**src/rtl/uart_rx_monitor.sv**
```systemverilog
// Drains a show-ahead UART RX FIFO one byte per two cycles, counts bytes and
// matches, and shows the last byte / byte count on a 4-digit seven-segment display.
module uart_rx_monitor #(
  parameter int         REFRESH_N  = 18,
  parameter logic [7:0] MATCH_BYTE = 8'h33
) (
  input  logic       clk,
  input  logic       reset,
  input  logic       rx_empty,
  input  logic [7:0] r_data,
  output logic       rd_uart,
  output logic [7:0] last_byte,
  output logic [7:0] byte_cnt,
  output logic [7:0] match_cnt,
  output logic       match_tick,
  output logic [3:0] an,
  output logic [7:0] sseg,
  output logic [7:0] led
);

  typedef enum logic [0:0] {
    IDLE = 1'b0,
    GAP  = 1'b1
  } state_t;

  state_t               state;
  logic [REFRESH_N-1:0] refresh;
  logic [1:0]           sel;
  logic [3:0]           digit;
  logic                 dp;

  function automatic logic [6:0] hex7(input logic [3:0] v);
    logic [6:0] s;
    case (v)
      4'h0:    s = 7'b1000000;
      4'h1:    s = 7'b1111001;
      4'h2:    s = 7'b0100100;
      4'h3:    s = 7'b0110000;
      4'h4:    s = 7'b0011001;
      4'h5:    s = 7'b0010010;
      4'h6:    s = 7'b0000010;
      4'h7:    s = 7'b1111000;
      4'h8:    s = 7'b0000000;
      4'h9:    s = 7'b0010000;
      4'hA:    s = 7'b0001000;
      4'hB:    s = 7'b0000011;
      4'hC:    s = 7'b1000110;
      4'hD:    s = 7'b0100001;
      4'hE:    s = 7'b0000110;
      4'hF:    s = 7'b0001110;
      default: s = 7'b1111111;
    endcase
    return s;
  endfunction

  // The GAP state gives the FIFO one cycle to advance its head after a pop.
  assign rd_uart = (state == IDLE) && !rx_empty;
  assign led     = last_byte;

  // Read FSM with byte/match bookkeeping
  always_ff @(posedge clk or posedge reset) begin
    if (reset) begin
      state      <= IDLE;
      last_byte  <= 8'h00;
      byte_cnt   <= 8'h00;
      match_cnt  <= 8'h00;
      match_tick <= 1'b0;
    end else begin
      match_tick <= 1'b0;
      case (state)
        IDLE: begin
          if (rd_uart) begin
            last_byte <= r_data;
            byte_cnt  <= byte_cnt + 8'd1;
            if (r_data == MATCH_BYTE) begin
              match_tick <= 1'b1;
              if (match_cnt != 8'hFF) begin
                match_cnt <= match_cnt + 8'd1;
              end else begin
                match_cnt <= match_cnt;
              end
            end else begin
              match_tick <= 1'b0;
            end
            state <= GAP;
          end else begin
            state <= IDLE;
          end
        end
        GAP:     state <= IDLE;
        default: state <= IDLE;
      endcase
    end
  end

  // Free-running display refresh counter
  always_ff @(posedge clk or posedge reset) begin
    if (reset) begin
      refresh <= '0;
    end else begin
      refresh <= refresh + {{(REFRESH_N-1){1'b0}}, 1'b1};
    end
  end

  assign sel = refresh[REFRESH_N-1:REFRESH_N-2];

  // Digit multiplexer
  always_comb begin
    an    = 4'b1111;
    digit = 4'h0;
    case (sel)
      2'd0: begin an = 4'b1110; digit = last_byte[3:0]; end
      2'd1: begin an = 4'b1101; digit = last_byte[7:4]; end
      2'd2: begin an = 4'b1011; digit = byte_cnt[3:0];  end
      2'd3: begin an = 4'b0111; digit = byte_cnt[7:4];  end
      default: begin an = 4'b1111; digit = 4'h0; end
    endcase
  end

  assign dp   = !((sel == 2'd0) && (match_cnt != 8'h00));
  assign sseg = {dp, hex7(digit)};

endmodule

```
**config.mk**
```make
export PLATFORM = sky130hd
export DESIGN_NAME = uart_rx_monitor
export DESIGN_NICKNAME = d
export VERILOG_FILES = /design/src/rtl/uart_rx_monitor.sv
export SDC_FILE = /design/constraint.sdc
export NUM_CORES = 1
export LEC_CHECK = 0
export CORE_ASPECT_RATIO = 2
export CORE_MARGIN = 8
export CORE_UTILIZATION = 40
export CTS_CLUSTER_SIZE = 8
export DETAILED_ROUTE_END_ITERATION = 12
export GPL_ROUTABILITY_DRIVEN = 1
export PLACE_DENSITY_LB_ADDON = 0.05
export SLEW_MARGIN = 5
export SYNTH_ARGS = -nofsm -noshare
export SYNTH_HDL_FRONTEND = slang
export SYNTH_SLANG_ARGS = --single-unit
```
**constraint.sdc**
```tcl
create_clock -name clk -period 2.35 [get_ports clk]
set_input_delay 0.705 -clock clk [delete_from_list [all_inputs] [get_ports clk]]
set_output_delay 0.705 -clock clk [all_outputs]
set_load 0.01 [all_outputs]
```
=== Yosys cells after proc, flatten, opt, wreduce, memory -nomap -nowiden ===
Memory sizes are Yosys's and may differ from the RTL's.
Cells that the tools add are included.

* Logic and storage cells: 31
* Output and inout bits: 46
* Register bits: 44
* Memory bits (read-only): 112
* Memories: 1

* Mux-type cells: 7
* Reduce and logical (&&, ||, !) cells: 8
* Eq/ne operators: 5
* Bitwise operators: 1
* Add/sub/neg operators: 3

{| class="wikitable"
|+ Memory list
! name !! words !! bits a word !! read ports !! clocked after memory_dff !! write ports !! RTL line !! text
|-
| (no name shown) || 16 || 7 || 1 || 0 || 0 || 34 || <nowiki>case (v)</nowiki>
|}

{| class="wikitable"
|+ Operator list
! kind !! count
|-
| case mux 4 bit (4 select lines) || 2
|-
| adder 18 x 1 -> 18 bit, second input constant || 1
|-
| adder 8 x 1 -> 8 bit, second input constant || 2
|-
| equality test 8 x 6 -> 1 bit, second input constant || 1
|-
| inequality test 8 bit, second input constant || 1
|-
| nonzero test 8 bit || 1
|-
| equality test 2 bit, second input constant || 2
|-
| two-way mux 1 bit || 4
|-
| AND reduction 4 bit || 1
|-
| equality test 2 x 1 -> 1 bit, second input constant || 1
|-
| logical AND 1 bit || 2
|-
| zero test 1 bit || 2
|-
| zero test 2 bit || 1
|-
| case mux 1 bit (2 select lines) || 1
|-
| AND reduction 2 bit || 1
|-
| inverter 1 bit || 1
|}

=== Longest topological paths before layout ===
Gate-level depths: netlist (run 1).

* Word-level depth: 4
* Depth in mapped cells: 7

=== Worst setup path after synthesis (run 1) ===
OpenSTA, ideal clock, no wires.

* Kind: reg2out
* Start point: reg refresh[16]
* End point: out sseg[0]
* Cell stages (with the launch flop): 8
* Setup slack: -0.273 ns
* Arrival: 1.918 ns
* Buffers on the path: 1
* Path through: dfrtp_1 -> buf_6 -> mux4_2 -> inv_1 -> ha_1 -> mux2i_1 -> o32ai_1 -> a221o_1

* Word-level cells in the longest chain between the ends: 3

{| class="wikitable"
|+ Ends and longest elaborated chain
! element !! RTL line !! text
|-
| start: declaration || 27 || <nowiki>logic [REFRESH_N-1:0] refresh;</nowiki>
|-
| start signal: assignment || 101 || <nowiki>refresh <= refresh + {{(REFRESH_N-1){1'b0}}, 1'b1};</nowiki>
|-
| equality test 2 bit, or another cell as far along || 111 || <nowiki>case (sel)</nowiki>
|-
| case mux 4 bit (4 select lines) (*) || 111 ||
|-
| memory (16 x 7 bit) (*) || -- ||
|-
| end: declaration || 17 || <nowiki>output logic [7:0] sseg,</nowiki>
|}

Mark *: on every way between the ends. The rest lies on a longest branch, timed or not.

=== Final worst setup path (run 1) ===
Same ends and word-level chain as after synthesis.

==> results of run 1 <==
[metal layers]
metal / wire length (um) / GRT usage
met1: 2710 / 0.171
met2: 3000 / 0.234
met3: 369 / 0.0440
met4: 90 / 0.0581
met5: 0 / 0
[final cells by class]
cell class	count	area, um2	area share
inverter	11	46.3	0.0132
multi-input combinational	148	1300	0.370
sequential	44	1100	0.313
tap	63	78.8	0.0224
clock buffer	5	125	0.0355
timing repair buffer	98	866	0.246
[cells in the final DEF, fill, tap and decap left out, types with 5 or more instances in the layout]
master | synthesis | layout
nor2_1 | 10 | 10
ha_4 | 0 | 6
mux4_2 | 4 | 5
clkbuf_16 | 0 | 5
xor2_1 | 16 | 16
dfrtp_1 | 44 | 44
nand4_1 | 5 | 5
buf_4 | 9 | 36
clkdlybuf4s50_1 | 0 | 43
xnor2_1 | 14 | 14
buf_2 | 3 | 7
nand3_1 | 12 | 12
inv_1 | 10 | 7
nand2_1 | 16 | 14
mux2_2 | 11 | 11
nor3_1 | 5 | 5
[worst max-delay path, delay by kind of cell (launching register included)]
kind                       cells  cell delay, ns
muxes                          2            0.77
AOI/OAI and AO/OA              2            0.37
buffers and inverters          1            0.14
DFF                            1            0.41
adders and majority gates      1            0.20
[how the worst max path moves through the flow]
| stage | startpoint | endpoint | slack [ns] | cells after the start |
|---|---|---|---|---|
| 3_3_place_gp | refresh[16] | sseg[3] | -0.54 | 5 |
| 2_1_floorplan | refresh[16] | sseg[0] | -0.20 | 6 |
| 3_5_place_dp | refresh[16] | sseg[0] | -0.60 | 7 |
| 5_1_grt | refresh[16] | sseg[0] | -0.62 | 6 |
| 4_1_cts | refresh[16] | sseg[0] | -0.53 | 7 |
| 6_report | refresh[16] | sseg[0] | -0.52 | 6 |
[repair_timing]
action	CTS	global route
gates resized for setup	53	8
setup buffers	6	1
cloned	1	0
endpoints found under the setup margin	13	10
pin swaps	6	2
[kinds of logic (layout without fill, tap and decap cells)]
logic type | count (synthesis) | count (layout) | synth area share
AND/OR/NAND/NOR | 68 | 68 | 0.152
flip-flops | 44 | 44 | 0.461
XOR/XNOR | 30 | 30 | 0.110
buffers and inverters | 24 | 114 | 0.0565
multiplexers | 20 | 21 | 0.113
AO/OA/AOI/OAI | 19 | 19 | 0.0555
adder cells (fa/ha/maj) | 10 | 10 | 0.0524
[power by group through the flow]
stage	Clock [mW]	Sequential (mW)	Combinational, mW
2_1_floorplan	0	0.958	0.346
3_3_place_gp	0	0.892	0.869
3_5_place_dp	0	0.892	0.875
4_1_cts	0.657	0.886	0.911
5_1_grt	0.678	0.895	0.981
6_report	0.641	0.888	0.901
[through the flow]
| step | hold WS (ns) | cell area [um2] |
|---|---|---|
| 6_report | 0.468 | 3520 |
| 5_1_grt | 0.482 | 3520 |
| 4_1_cts | 0.466 | 3520 |
| 3_5_place_dp | 0.456 | 3280 |
| 3_3_place_gp | 0.455 | 3280 |
| 2_1_floorplan | 0.435 | 2450 |
[registers in the layout, summed over array words and instances (netlist names)]
signal	flops
byte_cnt	8
last_byte	8
match_cnt	8
match_tick	1
refresh	18
state	1
==> qor.txt, run 1 <==
status -> finished, violations left
failing checks -> setup timing
FMAX -> 348 MHz
die height -> 125 um
worst hold start -> refresh[11]
syn nets -> 236
pre-CTS setup slack -> -0.603 ns
final setup vio count -> 7
cts hold-fix bufs -> 0
Routability Congestion -> 0.859
maximum VDD drop -> 545 uV
Tmin final -> 2.87 ns
WHS Endpoint -> refresh[11]
DR vias/cell -> 5.18
Die Area -> 0.00885 mm2
clock power share -> 0.264
worst slew pin tran -> 0.559 ns
I/O pin count -> 57
Synth cell types -> 40
setup slack, reg-to-reg -> 0.69 ns
RR Startpoint -> match_cnt[0]
Clock Root Buffer -> clkbuf_16
async set-reset flop share out of synthesis -> 1.00
Syn-to-layout area delta -> 47.3%
Sequential Power Share -> 0.365
YS warnings -> 0
Rows -> 40
max-cap viol count -> 0
Worst path slowest cell -> mux4_2
vias in the first global route -> 1944
core area -> 0.00591 mm2
PnR worst setup slack -> -0.524 ns
H-Tree Depth -> 2
Post-synth EDFFs -> 0
Worst Hold Depth -> 1
# diodes -> 0
PortBufs -> 56
critical path, cell by cell -> mux4_2, ha_4, mux2i_1, o32ai_2, a221o_1, buf_2
Post-DP HPWL -> 4530 um
Die Span X -> 70.7 um
RSZ-0062 raised after global routing -> true
crit path max fanout -> 3
Clock Sinks -> 44
Antenna Nets Post-Route -> 0
syn avg cell area -> 11.1 um2
Pwr per Cell Area -> 690 mW/mm2
Vias -> 1911
sw frac -> 0.292
first-pass GRT wire length -> 10100 um
Worst slew margin -> 0.627
share of cells above drive strength 1 -> 0.304
max-slew violations -> 0
sequential area share after synthesis -> 0.461
post-route insts no fill -> 369
worst path arrival time -> 2.17 ns
r2r endpoint -> match_cnt[1]
DRC -> 0
Max Root-Sink Buffers -> 2
pin count of the biggest net entering global routing -> 45
top post-synthesis cells by area -> dfrtp_1 (46%), xor2_1 (5.9%), ha_1 (5.2%), mux2_2 (5.2%), xnor2_1 (5.1%)
Starting Density -> 0.405
Routed wire per std cell -> 16.7 um
Post-Route WL -> 6170 um
Critical Path End Type -> output pin
setup tns final -> -3.15 ns
Reg clk slew, reported paths -> 0.06 ns
CTS tree -> done
Initial DRT Pass Iterations -> 4
Psw -> 0.709 mW
combinational share of power -> 0.371
Final nets -> 329
reg2reg path depth -> 6
Inst Count DP -> 358
Final Skew -> 0.00541 ns
synthesized instance count -> 215
total power -> 2.43 mW
total global routing overflow -> 0
critical path class -> flop to output pin
most frequent cell after synthesis -> dfrtp_1
LEAKAGE -> 1.60 nW
initial antenna violation count -> 0
period utilization -> 1.22
top cells by count, synth -> dfrtp_1 (44), nand2_1 (16), xor2_1 (16)
P_int -> 1.72 mW
synthesized cell area -> 0.00239 mm2
Fin. Hold Viols -> 0
Core Util, Final -> 0.596
top-area cell type share of the netlist area -> 0.461
area leader, netlist -> dfrtp_1
FF+latch count, synth -> 44
number of CTS-inserted buffers -> 5
All-Layer GR Usage -> 0.144
clk_lat worst skew -> 0.29 ns
1st-iter DRT viols -> 118
slowest stage delay, CP -> 0.61 ns
most common flop cell mapped by yosys -> dfrtp_1
worst endpoint required time -> 1.64 ns
CP startpoint kind -> flop
filler cell count -> 515
Worst Hold Class -> flop to flop
(Power assumes the default switching activity.)
==> run 2, diff against run 1 <==
--- a/config.mk
+++ b/config.mk
@@ -7,7 +7,7 @@
 export LEC_CHECK = 0
 export CORE_ASPECT_RATIO = 2
 export CORE_MARGIN = 8
-export CORE_UTILIZATION = 40
+export CORE_UTILIZATION = 45
 export CTS_CLUSTER_SIZE = 8
 export DETAILED_ROUTE_END_ITERATION = 12
 export GPL_ROUTABILITY_DRIVEN = 1
==> qor.txt, run 2 (synthesized netlist as in run 1, its figures left out) <==
Worst path slowest cell -> mux4_2
number of CTS-inserted buffers -> 5
critical path, cell by cell -> mux4_2, ha_4, mux2i_1, o32ai_1, a221o_1, buf_2
vias in the first global route -> 2114
PnR worst setup slack -> -0.491 ns
pre-CTS setup slack -> -0.622 ns
Fin. Hold Viols -> 0
Syn-to-layout area delta -> 49.2%
crit path max fanout -> 4
Vias -> 1994
RR Startpoint -> match_cnt[0]
DRC -> 0
Starting Density -> 0.465
most frequent cells in the layout -> buf_4 (45), dfrtp_1 (43), clkdlybuf4s50_1 (43)
CTS tree -> done
cts hold-fix bufs -> 0
total global routing overflow -> 0
Clock Root Buffer -> clkbuf_8
Worst Hold Depth -> 1
max-slew violations -> 0
max-cap viol count -> 0
PortBufs -> 56
Clock Sinks -> 44
Core Util, Final -> 0.694
# diodes -> 0
critical path class -> flop to output pin
maximum VDD drop -> 588 uV
slowest stage delay, CP -> 0.61 ns
Die Area -> 0.00804 mm2
Routability Congestion -> 0.780
P_int -> 1.61 mW
status -> finished, violations left
Final Skew -> 0.00555 ns
Critical Path End Type -> output pin
Max Root-Sink Buffers -> 2
Antenna Nets Post-Route -> 0
initial antenna violation count -> 0
reg2reg path depth -> 7
Reg clk slew, reported paths -> 0.07 ns
DR vias/cell -> 5.26
combinational share of power -> 0.407
Final nets -> 341
max FFs per register -> 18
Routed wire per std cell -> 17.1 um
Tmin final -> 2.84 ns
Worst slew margin -> 0.702
clk_lat worst skew -> 0.30 ns
core area -> 0.00514 mm2
total power -> 2.31 mW
Worst Hold Class -> flop to flop
commonest non-fill, non-tap cell in the layout -> buf_4
Initial DRT Pass Iterations -> 4
Sequential Power Share -> 0.382
pin count of the biggest net entering global routing -> 45
first-pass GRT wire length -> 10300 um
worst path arrival time -> 2.14 ns
Psw -> 0.704 mW
share of cells above drive strength 1 -> 0.333
RSZ-0062 raised after global routing -> true
FMAX -> 352 MHz
I/O pin count -> 57
die height -> 119 um
Critical Path Stages -> 6
failing checks -> setup timing
1st-iter DRT viols -> 85
family with the most delay on the worst path -> multiplexers
Largest Register -> refresh
Die Span X -> 67.5 um
filler cell count -> 415
WHS Endpoint -> refresh[11]
setup slack, reg-to-reg -> 0.68 ns
final setup vio count -> 7
Post-DP HPWL -> 4790 um
All-Layer GR Usage -> 0.167
clock power share -> 0.211
CP startpoint kind -> flop
LEAKAGE -> 1.63 nW
Post-Route WL -> 6470 um
H-Tree Depth -> 2
CP Buf/Inv Count -> 1
r2r endpoint -> match_cnt[7]
period utilization -> 1.21
worst endpoint required time -> 1.64 ns
Rows -> 37
worst slew pin tran -> 0.441 ns
worst hold start -> refresh[11]
sw frac -> 0.304
Pwr per Cell Area -> 649 mW/mm2
run 2: power groups by stage:
stage | sequential [mW] | clock (mW) | combinational (mW)
6_report | 0.884 | 0.488 | 0.943
5_1_grt | 0.894 | 0.539 | 1.01
4_1_cts | 0.887 | 0.506 | 0.919
3_5_place_dp | 0.895 | 0 | 0.909
3_3_place_gp | 0.891 | 0 | 0.897
2_1_floorplan | 0.958 | 0 | 0.346
run 2: final cells by class:
class / instances / area, um2 / area share
multi-input cells: 148 / 1280 / 0.360
flip-flops and latches: 44 / 1100 / 0.309
repair buffers: 110 / 971 / 0.272
clock buffers: 8 / 90.1 / 0.0253
well taps: 58 / 72.6 / 0.0204
inverters: 11 / 46.3 / 0.0130
run 2: layer usage:
metal  global-route usage  wire, um  vias up
li1                     -         -      958
met3               0.0347       294       12
met1                0.166      2380      976
met5                    0         0        -
met4               0.0870       214        0
met2                0.302      3580       48
run 2: worst reg2reg max path: stages (launching register included):
cell and delay, ns:
dfrtp_1 0.38, buf_4 0.15, ha_1 0.26, nand3_1 0.11, o2111ai_1 0.10, buf_4 0.20
nor3_1 0.21, xor2_1 0.18
run 2: repair_timing:
item | in CTS | in global routing
endpoints found under the setup margin | 13 | 10
gates resized for setup | 51 | 8
gates cloned | 1 | 0
buffers inserted | 8 | 3
pin swaps | 8 | 8
run 2: how the worst max path moves through the flow:
stage | from | slack, ns | end
finish | refresh[16] | -0.49 | sseg[0]
floorplan | refresh[16] | -0.20 | sseg[0]
detailed placement | refresh[16] | -0.62 | sseg[0]
global placement | refresh[16] | -0.57 | sseg[0]
global route | refresh[16] | -0.61 | sseg[0]
CTS | refresh[16] | -0.55 | sseg[0]
run 2: metrics by stage:
| stage | setup TNS (ns) | hold WS (ns) | area, um2 | instances |
|---|---|---|---|---|
| 2_1_floorplan | -0.578 | 0.435 | 2450 | 215 |
| 3_3_place_gp | -3.95 | 0.451 | 3330 | 359 |
| 3_5_place_dp | -4.49 | 0.455 | 3330 | 359 |
| 4_1_cts | -3.20 | 0.470 | 3500 | 376 |
| 5_1_grt | -3.62 | 0.496 | 3560 | 379 |
| 6_report | -3.00 | 0.466 | 3560 | 379 |
==> run 3, diff against run 2 <==
--- a/config.mk
+++ b/config.mk
@@ -5,11 +5,13 @@
 export SDC_FILE = /design/constraint.sdc
 export NUM_CORES = 1
 export LEC_CHECK = 0
+export CAP_MARGIN = 10
 export CORE_ASPECT_RATIO = 2
 export CORE_MARGIN = 8
-export CORE_UTILIZATION = 45
+export CORE_UTILIZATION = 35
 export CTS_CLUSTER_SIZE = 8
 export DETAILED_ROUTE_END_ITERATION = 12
+export DONT_BUFFER_PORTS = 1
 export GPL_ROUTABILITY_DRIVEN = 1
 export PLACE_DENSITY_LB_ADDON = 0.05
 export SLEW_MARGIN = 5
==> qor.txt, run 3 (synthesized netlist as in run 1, its figures left out) <==
status -> finished, violations left
failing checks -> setup timing
Clock Root Buffer -> clkbuf_16
Routed wire per std cell -> 18.1 um
initial antenna violation count -> 0
first-pass GRT wire length -> 9760 um
All-Layer GR Usage -> 0.132
clk_lat worst skew -> 0.29 ns
combinational share of power -> 0.285
PortBufs -> 0
Hold WS -> 0.266 ns
Sequential Power Share -> 0.373
RSZ-0062 raised after global routing -> true
total global routing overflow -> 0
DRC -> 0
DR vias/cell -> 5.18
# diodes -> 0
vias in the first global route -> 1872
clock power share -> 0.342
period utilization -> 1.17
Largest Register -> refresh
CTS tree -> done
setup tns final -> -2.28 ns
CP Buf/Inv Count -> 1
core area -> 0.00662 mm2
CP startpoint kind -> flop
Starting Density -> 0.361
Worst Hold Class -> input pin to asynchronous set/reset pin
Die Area -> 0.00989 mm2
Inst Count DP -> 324
max-cap viol count -> 0
critical path, cell by cell -> mux4_2, inv_4, ha_4, mux2i_1, o32ai_1, a221o_1
Pwr per Cell Area -> 794 mW/mm2
Clock Sinks -> 44
Final Skew -> 0.00436 ns
RR Startpoint -> match_cnt[0]
Final nets -> 270
P_int -> 1.69 mW
critical path class -> flop to output pin
commonest non-fill, non-tap cell in the layout -> dfrtp_1
share of cells above drive strength 1 -> 0.332
LEAKAGE -> 1.38 nW
I/O pin count -> 57
Syn-to-layout area delta -> 26.3%
Reg clk slew, reported paths -> 0.06 ns
Max Root-Sink Buffers -> 2
Worst path slowest cell -> mux4_2
FMAX -> 363 MHz
Rows -> 42
start point of the critical path -> refresh[16]
Die Span X -> 74.4 um
Critical Path Stages -> 6
r2r endpoint -> match_cnt[1]
family with the most delay on the worst path -> multiplexers
1st-iter DRT viols -> 36
sw frac -> 0.294
die height -> 133 um
pin count of the biggest net entering global routing -> 19
Vias -> 1752
Worst slew margin -> 0.569
max-slew violations -> 0
Fin. Hold Viols -> 0
most frequent cells in the layout -> dfrtp_1 (43), buf_4 (36), xor2_1 (16)
number of CTS-inserted buffers -> 5
Antenna Nets Post-Route -> 0
worst path arrival time -> 2.05 ns
Psw -> 0.705 mW
Post-Route WL -> 6120 um
crit path max fanout -> 4
Critical Path End Type -> output pin
Initial DRT Pass Iterations -> 4
setup slack, reg-to-reg -> 0.39 ns
worst slew pin tran -> 0.646 ns
worst endpoint required time -> 1.64 ns
PnR worst setup slack -> -0.405 ns
final setup vio count -> 7
max FFs per register -> 18
H-Tree Depth -> 2
Post-DP HPWL -> 4760 um
post-route insts no fill -> 338
maximum VDD drop -> 513 uV
Routability Congestion -> 0.810
crit path to -> sseg[0]
slowest stage delay, CP -> 0.61 ns
reg2reg path depth -> 4
Tmin final -> 2.75 ns
## run 3: how the worst min path moves through the flow
stage | startpoint | end | slack [ns] | depth (start not counted)
after detailed placement | refresh[15] | refresh[15] | 0.46 | 1
after floorplan | refresh[11] | refresh[11] | 0.43 | 1
after CTS | reset | refresh[14] | 0.27 | 1
final | reset | refresh[14] | 0.27 | 1
after global placement | refresh[11] | refresh[11] | 0.45 | 1
after global routing | reset | refresh[14] | 0.29 | 1
## run 3: routing by layer
metal / up-vias / global-route usage / routed length, um
met5: - / 0 / 0
met4: 0 / 0.0681 / 198
met3: 14 / 0.0500 / 480
met2: 50 / 0.241 / 3530
met1: 874 / 0.118 / 1910
li1: 814 / - / -
## run 3: power groups by stage
stage	Combinational, mW	Clock [mW]	Sequential [mW]
global placement	0.638	0	0.903
finish	0.683	0.820	0.893
floorplan	0.346	0	0.958
CTS	0.676	0.844	0.894
global route	0.747	0.869	0.899
detailed placement	0.644	0	0.900
## run 3: area by class of cell
class / count / area, um2
clock buffers: 6 / 139
clock inverters: 2 / 38.8
fillers: 662 / 3600
inverters: 11 / 46.3
multi-input cells: 148 / 1280
flip-flops and latches: 44 / 1100
well taps: 88 / 110
repair buffers: 39 / 304
## run 3: worst register-to-register path: stages, from the launching register on
cell and delay (ns):
dfrtp_1 0.49, ha_1 0.29, nand3_1 0.10, o2111ai_1 0.56, mux2_2 0.40
## run 3: stage by stage
step           power, mW  setup WS (ns)  cell area [um2]  utilization
3_5_place_dp        1.54         -0.174             2720        0.411
4_1_cts             2.41         -0.428             3000        0.453
5_1_grt             2.51         -0.482             3020        0.456
6_report            2.40         -0.405             3020        0.456
3_3_place_gp        1.54         -0.119             2720        0.411
2_1_floorplan       1.30         -0.198             2450            -
## run 3: timing repair
item / in CTS / in global routing
cloned: 1 / 0
pin swaps: 7 / 4
setup endpoints to repair: 7 / 7
gates resized for setup: 10 / 4
hold endpoints to repair: 0 / 0
hold buffers: 0 / 0
buffers inserted: 5 / 1
